--- src/rtl/seq_detect_1011.sv ---
// seq_detect_1011
//   Serial pattern detector for the bit stream coming out of the 2:1 mux.
//   A Mealy FSM looks for "1011". On each detection it emits a registered
//   one-cycle pulse and bumps a saturating match counter.
//
// Parameters
//   OVERLAP     1: a match may share its trailing "1" with the next pattern
//               0: restart from IDLE after a match
//   CNT_W       width of match_count (saturates at all-ones)
//
// Ports
//   clk          system clock, rising edge
//   rst          asynchronous active-high reset
//   in_valid     y_in is sampled only on edges where this is high
//   y_in         serial bit from the mux output
//   clr          synchronous clear of FSM, counter and match (beats in_valid)
//   match        registered detection pulse, one cycle wide
//   match_count  detections since reset/clr, saturating
//   state_o      current FSM state code (debug)
module seq_detect_1011 #(
    parameter int unsigned OVERLAP = 1,
    parameter int unsigned CNT_W   = 8
) (
    input  logic             clk,
    input  logic             rst,
    input  logic             in_valid,
    input  logic             y_in,
    input  logic             clr,
    output logic             match,
    output logic [CNT_W-1:0] match_count,
    output logic [1:0]       state_o
);

    typedef enum logic [1:0] {
        IDLE = 2'b00,
        S1   = 2'b01,
        S10  = 2'b10,
        S101 = 2'b11
    } state_t;

    localparam logic [CNT_W-1:0] CNT_MAX = '1;

    state_t state;
    state_t state_nxt;
    logic   detect;

    // Next state assuming the current edge samples y_in; gating by clr and
    // in_valid is applied in the register process.
    always_comb begin
        state_nxt = state;
        detect    = 1'b0;
        case (state)
            IDLE: begin
                if (y_in) state_nxt = S1;
            end
            S1: begin
                if (!y_in) state_nxt = S10;
            end
            S10: begin
                state_nxt = y_in ? S101 : IDLE;
            end
            S101: begin
                if (y_in) begin
                    detect    = 1'b1;
                    // The closing "1" is itself a valid "1" prefix when overlapping.
                    state_nxt = (OVERLAP != 0) ? S1 : IDLE;
                end else begin
                    // "1010" ends in "10", which is still a live prefix.
                    state_nxt = S10;
                end
            end
            default: state_nxt = IDLE;
        endcase
    end

    always_ff @(posedge clk or posedge rst) begin
        if (rst) begin
            state       <= IDLE;
            match       <= 1'b0;
            match_count <= '0;
        end else if (clr) begin
            state       <= IDLE;
            match       <= 1'b0;
            match_count <= '0;
        end else if (in_valid) begin
            state <= state_nxt;
            match <= detect;
            if (detect && (match_count != CNT_MAX)) begin
                match_count <= match_count + 1'b1;
            end
        end else begin
            match <= 1'b0;
        end
    end

    assign state_o = state;

endmodule

--- config.mk ---
export PLATFORM = sky130hd
export DESIGN_NAME = seq_detect_1011
export DESIGN_NICKNAME = d
export VERILOG_FILES = /design/src/rtl/seq_detect_1011.sv
export SDC_FILE = /design/constraint.sdc
export NUM_CORES = 1
export LEC_CHECK = 0
export BUFFER_PORTS_ARGS = -buffer_cell sky130_fd_sc_hd__buf_2
export CAP_MARGIN = 15
export CORE_AREA = 2 2 39 41
export DETAILED_ROUTE_END_ITERATION = 16
export DIE_AREA = 0 0 41 43
export PLACE_DENSITY = 0.69
export SLEW_MARGIN = 20
export SYNTH_ARGS = -nofsm -noshare
export SYNTH_HDL_FRONTEND = slang
export SYNTH_SLANG_ARGS = --single-unit
--- constraint.sdc ---
create_clock -name clk -period 3.35 [get_ports clk]
set_input_delay 0.67 -clock clk [delete_from_list [all_inputs] [get_ports clk]]
set_output_delay 0.67 -clock clk [all_outputs]
set_load 0.01 [all_outputs]
# Word level (Yosys, flattened, before mapping)
# Cells that the tools add are included.
dict set report classes {
  addsub 1
  eq_ne 6
  n_mux 14
  n_reduce_logical 6
}
# op n
set ops {}
lappend ops {{8-bit 2-to-1 mux} 3}
lappend ops {{2-bit 2-to-1 mux} 6}
lappend ops {{8-bit by 1-bit adder with 8-bit output, second input constant} 1}
lappend ops {{8-bit inequality test, second input constant} 1}
lappend ops {{2-bit one-hot mux with 4 select lines} 1}
lappend ops {{3-bit inequality test, second input constant} 2}
lappend ops {{2-bit == test, second input constant} 2}
lappend ops {{1-bit 2-to-1 mux} 4}
lappend ops {{2-bit nonzero test} 2}
lappend ops {{3-bit AND reduction} 1}
lappend ops {{2-bit by 1-bit == test with 1-bit output, second input constant} 1}
lappend ops {{2-bit zero test} 1}
lappend ops {{2-bit AND reduction} 1}
lappend ops {{1-bit logical AND} 1}
dict set report totals {
  ff_bits 11
  inputBits 5
  output_inout_bits 11
  word_cells 30
}

# Depth between registers and ports, before layout
# Gate-level depths: netlist (run 1).
dict set report logic_depth {
  word_depth 6
  mapped_depth 5
  ltp_nobuf 5
}

# Worst setup path after synthesis (run 1)
# OpenSTA, ideal clock, no wires.
dict set report synth_timing {
  path_type {in2reg}
  start {in in_valid}
  end {reg match_count[6]}
  setup_ns 0.076
  t_arrival_ns 1.515
  t_required_ns 3.274
  setup_slack_ns 1.759
  cell_stages 4
  n_path_buf 0
  path_cell_list {and4_4 -> o21ai_4 -> or4_1 -> o21ai_1}
}
dict set report synth_via {
  elab_chain_len 2
}
# item line
set synth_rtl {}
lappend synth_rtl {{start: declaration} 26} ;# input logic in_valid,
lappend synth_rtl {{2-bit nonzero test (no source line)} -}
lappend synth_rtl {{2-bit AND reduction (no source line)} -}
lappend synth_rtl {{end signal: assignment} 89} ;# match_count <= match_count + 1'b1;
lappend synth_rtl {{end: declaration} 30} ;# output logic [CNT_W-1:0] match_count,
# Every way passes these cells.
# A chain may end at the register's enable or synchronous reset.

# Worst setup path after layout (run 1)
dict set report layout_timing {
  start {reg match_count[3]}
  end {out match_count[3]}
}
# No word-level cell between the ends.

==> metrics.md, run 1 <==
| Metric | Value |
|---|---|
| Sequential element share of the synthesized area | `47.0%` |
| Main area contributors after synthesis | `dfrtp_1, xor2_1, nor2_1, o211ai_1, nand4_4` |
| Core footprint | `1380 um2` |
| Critical Path RT | `2.68 ns` |
| Worst setup path category | `register to primary output` |
| DRT iter0 DRCs | `1` |
| Yosys reg bits | `11` |
| GRT Util Overall | `14.9%` |
| Vias per cell | `5.16` |
| Slew Limit Fails | `0` |
| CP top delay family | `flip-flops` |
| Avg Inst Size Synth | `10.8 um2` |
| CTS Buf Count | `3` |
| Area Growth Syn to Fin | `20.1%` |
| Pwr Density | `338 nW/um2` |
| Leak | `0.000376 uW` |
| Sw Ratio | `between 20% and 30%` |
| Diode count | `0` |
| Crit path DAT | `roughly 0.9 ns` |
| Max VDD drop | `0.175 mV` |
| Vias in the first global route | `approximately 400` |
| # DRC | `0` |
| HP Class | `input port to async pin` |
| Final min period | `1.57 ns` |
| Die area | `around 1800 um2` |
| Slowest cell delay on critical path | `0.46 ns` |
| CTS tree | `built` |
| RSZ-0062 raised after global routing | `no` |
| Port buffer count | `15` |
| Max-Cap Viols | `0` |
| Register share of total power | `a little under three fifths` |
| Setup violators final | `0` |
| Post-CTS Hold Buffers | `0` |
| Post-DP HPWL | `799 um` |
| Post-place setup slack | `around 1.5 ns` |
| Synth cell types | `24` |
| Stages on worst setup path | `1` |
| Reg2reg start | `match_count[0]` |
| Worst-margin pin slew | `0.424 ns` |
| YS warnings | `0` |
| Syn Inst Count | `54` |
| Max frequency | `637 MHz` |
| R2r endpoint | `match_count[6]` |
| Via count | `454` |
| Met1 GRT Util | `19.9%` |
| Routed length per instance | `12.0 um` |
| Switching Power | `54.0 uW` |
| Share of cells above drive strength 1 | `between 30% and 40%` |
| Final Util | `50.8%` |
| Clock Path Buffers | `2` |
| Final hold vios | `0` |
| Pin count of the biggest net entering global routing | `13` |
| Crit path max fanout | `5` |
| Slew headroom | `71.7%` |
| Worst Setup SP | `match_count[3]` |
| Slowest CP cell | `dfrtp_1` |
| Met2 GRT Util | `20.6%` |
| Post-CTS sizing | `0` |
| H-tree levels | `1` |
| Int Pwr | `184 uW` |
| Root buffer cell | `clkbuf_4` |
| DRT Pass-1 Iters | `4` |
| Post-DRT Antenna Nets | `0` |
| Clk pin slew, worst setup/hold paths | `0.07 ns` |
| Fill count | `between 100 and 150` |
| Antenna violations before repair | `0` |
| Grt total ovfl | `0` |
| Nets@finish | `79` |
| IO Count | `16` |
| Die H | `43 um` |
| FF+latch area | `approximately 280 um2` |
| Clock sinks | `11` |
| Gpl congestion | `between 0.6 and 0.7` |
| Detailed Route WL | `about 1100 um` |
| Die X | `41 um` |
| Syn_nets | `60` |
| Comb pwr share | `5.0%` |
| Cell Rows | `14` |
| Status | `completed` |
| Clock power share | `38.3%` |
| Yosys top cell by area | `dfrtp_1` |
| Mapped cell area | `~590 um2` |
| Worst skew pair latency | `0.27 ns` |
| Starting Density | `42.3%` |
| Post-route setup slack | `1.78 ns` |
| CP endpoint kind | `primary output` |
| Top cell type's share of synthesized area | `47.0%` |
| Crit path to | `match_count[3]` |
| Area of the multi-input gates | `299 um2` |
| Clock skew | `between 0.0005 and 0.0006 ns` |
| R2r worst-path depth | `5` |
| Post-CTS setup buffers | `0` |
| Layer with the highest usage | `met2` |
| Fin crit share | `a little under half` |
| WP buf/inv | `1` |
| First-pass GRT wire length | `between 1500 and 2000 um` |
| Critical Path Start Type | `register` |
| Setup tns final | `0 ns` |
| Reg2Reg Setup Slack | `1.78 ns` |
| M3 GR Usage | `3.14%` |
| Critical path cell sequence | `buf_2` |
-- flip-flops by register name (all words and copies together) (netlist names) --
name,flops
match_count,8
state_o,2
match,1
-- metrics by stage --
stage / hold slack, ns / instances / total power [uW] / instance area, um2
after floorplan: 0.522 / 54 / 144 / 586
after global placement: 0.555 / 84 / 149 / 677
after detailed placement: 0.566 / 84 / 150 / 677
after CTS: 0.396 / 88 / 242 / 703
after global routing: 0.411 / 88 / 249 / 703
final: 0.379 / 88 / 238 / 703
-- cells in the final DEF, fill, tap and decap left out, drive strengths merged --
cell type,count
a21oi,1
and2,1
and3,3
and4,1
and4bb,1
buf,15
clkbuf,4
dfrtp,11
ha,1
inv,2
mux2i,2
nand3,1
nand4,3
nor2,11
o2111ai,1
o211ai,3
o21ai,3
or2b,1
or4,1
xnor2,1
xor2,5
-- how the worst min path moves through the flow --
stage | from | endpoint | slack, ns | depth (start not counted)
final | rst | match_count[1] | 0.38 | 2
after global routing | rst | match_count[2] | 0.41 | 2
after CTS | rst | state_o[0] | 0.40 | 2
after detailed placement | state_o[1] | state_o[1] | 0.57 | 2
after global placement | match_count[1] | match_count[1] | 0.55 | 2
after floorplan | rst | match | 0.52 | 1
-- synth_stat cells --
cell       count
dfrtp_1       11
and4bb_2       1
o21ai_0        1
nand4_1        2
and3_2         1
clkbuf_1       1
inv_1          2
o21ai_4        1
xor2_1         5
nand3_2        1
mux2i_1        2
and2_1         1
o21ai_1        1
or4_1          1
o2111ai_1      1
nand4_4        1
a21oi_1        1
xnor2_1        1
or2b_2         1
ha_1           1
o211ai_1       3
nor2_1        11
and4_4         1
and3_1         2
-- routing by layer --
layer  routed length (um)  up-vias
li1                     -      231
met1                  445      208
met2                  538       13
met5                    0        -
met3                   49        2
met4                   21        0
-- logic make-up after synthesis --
group,after synthesis,share of synthesized area (%)
compound gates,8,10.7
xor+xnor,6,8.97
fa+ha+maj,1,2.14
simple gates,23,25.9
flops,11,47.0
mux,2,3.42
buf+inv,3,1.92
-- power groups by stage --
stage	registers, uW	clock network, uW	logic, uW
after floorplan	138	0	5.88
after global placement	137	0	12.0
after detailed placement	137	0	12.3
after CTS	135	94.9	12.3
after global routing	135	100	13.6
final	135	91.1	11.8
-- final cells by class --
class / count / area share [%]
Tap cell: 16 / 2.85
Inverter: 2 / 1.07
Sequential cell: 11 / 39.1
Timing Repair Buffer: 15 / 10.7
Clock buffer: 4 / 3.74
Multi-Input combinational cell: 40 / 42.5
Power figures use the tool's default switching activity.
==> run 2: changes to the inputs <==
clock period = 1.5 ns   (was 3.35 ns; I/O delays follow)
==> metrics.md, run 2 (synthesis gave the netlist of run 1 again) <==
| Metric | Value |
|---|---|
| Gpl congestion | `0.767` |
| Violated checks | `hold timing` |
| Share of cells above drive strength 1 | `37.8%` |
| Commonest non-fill, non-tap cell in the layout | `buf_2` |
| IO Count | `16` |
| Pwr Density | `733 nW/um2` |
| Commonest non-fill, non-tap cells in the layout | `buf_2, nor2_1, dfrtp_1` |
| Antenna violations before repair | `0` |
| Slowest cell delay on critical path | `about 0.46 ns` |
| Routed length per instance | `12.1 um` |
| WP buf/inv | `0` |
| Vias in the first global route | `416` |
| DRT iter0 DRCs | `4` |
| Starting Density | `around 42%` |
| Vias per cell | `between 5 and 6` |
| Cell Rows | `14` |
| Crit path to | `match_count[6]` |
| Max-Cap Viols | `0` |
| Critical Path Start Type | `register` |
| Comb pwr share | `under 10%` |
| Setup violators final | `0` |
| Critical path cell sequence | `ha_2, nand3_4, o21ai_4, or4_1, o21ai_1` |
| Via count | `471` |
| Clock sinks | `11` |
| Stages on worst setup path | `5` |
| Register share of total power | `roughly 56%` |
| Int Pwr | `411 uW` |
| Clock power share | `38.7%` |
| Leak | `0.000383 uW` |
| R2r worst-path depth | `5` |
| Max FFs per register | `8` |
| H-tree levels | `1` |
| M3 GR Usage | `roughly 4.7%` |
| Final min period | `1.41 ns` |
| Worst skew pair latency | `0.28 ns` |
| Reg2reg start | `match_count[1]` |
| CTS Buf Count | `3` |
| Post-DRT Antenna Nets | `0` |
| Worst setup path category | `register to register` |
| Crit path DAT | `1.62 ns` |
| Switching Power | `123 uW` |
| First-pass GRT wire length | `1760 um` |
| HP Class | `input port to async pin` |
| RSZ-0062 raised after global routing | `no` |
| Root buffer cell | `clkbuf_4` |
| Non-Filler Instances | `90` |
| Clk pin slew, worst setup/hold paths | `around 0.07 ns` |
| Fin crit share | `93.7%` |
| # DRC | `0` |
| Post-place setup slack | `0.0374 ns` |
| Worst Setup SP | `match_count[1]` |
| Met1 GRT Util | `18.6%` |
| Met2 GRT Util | `21.3%` |
| Inst Count DP | `86` |
| Register bank with the most flops | `match_count` |
| Slew headroom | `72.5%` |
| Die X | `41 um` |
| Crit path max fanout | `6` |
| Worst-margin pin slew | `just over 0.4 ns` |
| Diode count | `0` |
| Nets@finish | `81` |
| Post-CTS sizing | `0` |
| Reg2Reg Setup Slack | `roughly 0.094 ns` |
| Clock Path Buffers | `2` |
| Status | `finished, violations left` |
| Final hold vios | `6` |
| Post-CTS Hold Buffers | `0` |
| CP endpoint kind | `register` |
| DRT Pass-1 Iters | `4` |
| Max frequency | `711 MHz` |
| Post-DP HPWL | `a little under 800 um` |
| Die H | `43 um` |
| Post-route setup slack | `roughly 0.094 ns` |
| Layer with the highest usage | `met2` |
| R2r endpoint | `match_count[6]` |
| Sw Ratio | `a little under a quarter` |
| Grt total ovfl | `0` |
| Slew Limit Fails | `0` |
| Pin count of the biggest net entering global routing | `13` |
| Max VDD drop | `0.385 mV` |
| CTS tree | `built` |
| Port buffer count | `15` |
| Worst hold slack | `-0.00330 ns` |
| Core footprint | `1380 um2` |
| Detailed Route WL | `1090 um` |
| Setup tns final | `0 ns` |
| Area Growth Syn to Fin | `24.4%` |
| Final Util | `52.6%` |
| Post-CTS setup buffers | `0` |
| Die area | `approximately 1800 um2` |
| Slowest CP cell | `or4_1` |
| GRT Util Overall | `around 16%` |
| CP top delay family | `simple AND/OR/NAND/NOR gates` |
| Critical Path RT | `1.71 ns` |
| Clock skew | `0.00595 ns` |
[run 2: per-layer routing]
metal	part of all wire [%]	vias to the layer above
met3	4.9	5
met1	42	220
met5	0	-
li1	-	232
met2	49	14
met4	4.2	0
[run 2: metrics by stage]
stage               hold slack [ns]  power, uW  instance area (um2)
global placement              0.317        334                  692
floorplan                     0.152        321                  586
CTS                          0.0248        542                  718
finish                     -0.00330        534                  728
detailed placement            0.324        334                  692
global route                 0.0445        558                  728
[run 2: worst min-delay path by stage]
stage	from	end	slack [ns]	cells after the start
6_report	rst	match_count[1]	-0.003	2
5_1_grt	rst	match_count[0]	0.04	2
4_1_cts	rst	match_count[1]	0.02	2
3_5_place_dp	rst	match_count[1]	0.32	2
3_3_place_gp	rst	match_count[1]	0.32	2
2_1_floorplan	rst	match	0.15	1
[run 2: power by group through the flow]
stage | Sequential, uW | Combinational (uW) | Clock (uW)
detailed placement | 307 | 27.5 | 0
floorplan | 308 | 13.1 | 0
global placement | 307 | 27.1 | 0
CTS | 301 | 27.5 | 213
global route | 302 | 30.5 | 226
finish | 301 | 26.2 | 206
[run 2: final cells by class]
cell class | count | area, um2
Inverter | 2 | 7.51
Clock buffer | 4 | 26.3
Fill cell | 131 | 656
Multi-Input combinational cell | 40 | 309
Timing Repair Buffer | 17 | 90.1
Tap cell | 16 | 20.0
Sequential cell | 11 | 275
==> run 3: changes to the inputs <==
BUFFER_PORTS_ARGS = -buffer_cell sky130_fd_sc_hd__buf_4   (was -buffer_cell sky130_fd_sc_hd__buf_2)
PLACE_DENSITY = 0.81   (was 0.69)
==> metrics.md, run 3 (synthesis gave the netlist of run 1 again) <==
| Metric | Value |
|---|---|
| Status | `completed` |
| GRT Util Overall | `14.5%` |
| Detailed Route WL | `1080 um` |
| Pin count of the biggest net entering global routing | `13` |
| Commonest non-fill, non-tap cell in the layout | `buf_4` |
| Comb pwr share | `6.4%` |
| Die H | `43 um` |
| Vias per cell | `5.17` |
| Grt total ovfl | `0` |
| Non-Filler Instances | `slightly above 90` |
| Critical Path RT | `1.69 ns` |
| First-pass GRT wire length | `1720 um` |
| Diode count | `0` |
| Commonest non-fill, non-tap cells in the layout | `buf_4, nor2_1, dfrtp_1` |
| H-tree levels | `1` |
| Final min period | `1.42 ns` |
| Cell Rows | `14` |
| Leak | `0.000396 uW` |
| CP endpoint kind | `register` |
| Fin crit share | `94.6%` |
| Slew Limit Fails | `0` |
| Worst hold slack | `around 0.021 ns` |
| Crit path max fanout | `6` |
| Clk pin slew, worst setup/hold paths | `~0.07 ns` |
| Port buffer count | `15` |
| Switching Power | `119 uW` |
| Starting Density | `42.3%` |
| Nets@finish | `83` |
| Post-DRT Antenna Nets | `0` |
| Die area | `1760 um2` |
| Worst setup path category | `register to register` |
| Worst skew pair latency | `0.26 ns` |
| Critical Path Start Type | `register` |
| Max frequency | `705 MHz` |
| IO Count | `16` |
| DRT iter0 DRCs | `2` |
| Critical path cell sequence | `ha_2, nand3_4, o21ai_4, or4_1, o21ai_1` |
| Area Growth Syn to Fin | `33.3%` |
| CTS Buf Count | `3` |
| HP Class | `input port to async pin` |
| Slowest cell delay on critical path | `between 0.4 and 0.5 ns` |
| Vias in the first global route | `435` |
| Pwr Density | `slightly below 700 nW/um2` |
| Setup violators final | `0` |
| WP buf/inv | `0` |
| Inst Count DP | `87` |
| Core footprint | `1380 um2` |
| Crit path DAT | `1.61 ns` |
| Post-DP HPWL | `829 um` |
| Sw Ratio | `22.3%` |
| Antenna violations before repair | `0` |
| Clock Path Buffers | `2` |
| Clock sinks | `11` |
| Die X | `41 um` |
| Register share of total power | `approximately 56%` |
| Int Pwr | `416 uW` |
| Share of cells above drive strength 1 | `39.5%` |
| CTS tree | `built` |
| DRT Pass-1 Iters | `2` |
| Final Util | `56.4%` |
| Clock power share | `37.6%` |
| Via count | `476` |
| Routed length per instance | `11.8 um` |
| Max-Cap Viols | `0` |
| Worst-margin pin slew | `0.414 ns` |
| Root buffer cell | `clkbuf_4` |
| Slowest CP cell | `or4_1` |
| Max FFs per register | `8` |
| Clock skew | `~0.0036 ns` |
| Max VDD drop | `roughly 0.37 mV` |
| Final hold vios | `0` |
| Gpl congestion | `0.770` |
| Register bank with the most flops | `match_count` |
| Slew headroom | `72.4%` |
| CP top delay family | `simple AND/OR/NAND/NOR gates` |
| # DRC | `0` |
run 3: cell count changes in the layout (fill, tap and decap cells not counted), sizes merged:
cell  before  now
buf       17   19
run 3: power groups by stage:
| stage | combinational, uW | clock, uW | sequential (uW) |
|---|---|---|---|
| finish | 34.5 | 201 | 300 |
| global route | 38.8 | 224 | 300 |
| CTS | 35.7 | 208 | 300 |
| detailed placement | 35.5 | 0 | 306 |
| global placement | 34.7 | 0 | 306 |
| floorplan | 13.1 | 0 | 308 |
run 3: routing by layer:
| layer | global-route usage, % | up-vias | routed length, um |
|---|---|---|---|
| met5 | 0 | - | 0 |
| met2 | 22.8 | 11 | 523 |
| li1 | - | 238 | - |
| met3 | 4.71 | 4 | 46 |
| met1 | 16.2 | 223 | 490 |
| met4 | 8.00 | 0 | 20 |
run 3: layout make-up:
type	instances	area (um2)
clock buffers	4	26.3
flip-flops and latches	11	275
inverters	2	7.51
multi-input cells	40	309
well taps	16	20.0
repair buffers	19	143
fillers	116	603
run 3: worst paths after layout:
| check | start | cells after the start | end | slack [ns] |
|---|---|---|---|---|
| hold / removal | rst | 2 | state_o[0] | 0.02 |
| hold reg to reg | state_o[1] | 2 | state_o[1] | 0.58 |
| setup reg to reg | match_count[1] | 5 | match_count[6] | 0.08 |
| setup / recovery | match_count[1] | 5 | match_count[6] | 0.08 |
| max in group asynchronous | rst | 2 | match_count[6] | 1.19 |
| min in group clk | clr | 2 | match | 0.28 |
run 3: stage by stage:
step / instance area (um2) / setup WS [ns] / setup TNS, ns / total power [uW]
after floorplan: 586 / 0.0144 / 0 / 321
after global placement: 737 / 0.0767 / 0 / 340
after detailed placement: 737 / 0.0201 / 0 / 341
after CTS: 771 / 0.00724 / 0 / 543
after global routing: 781 / -0.00636 / -0.00636 / 563
final: 781 / 0.0810 / 0 / 536
run 3: timing repair:
item,in CTS,in global routing
endpoints found under the setup margin,1,2
hold buffers,0,0
resized for setup,1,1
buffers inserted,0,1
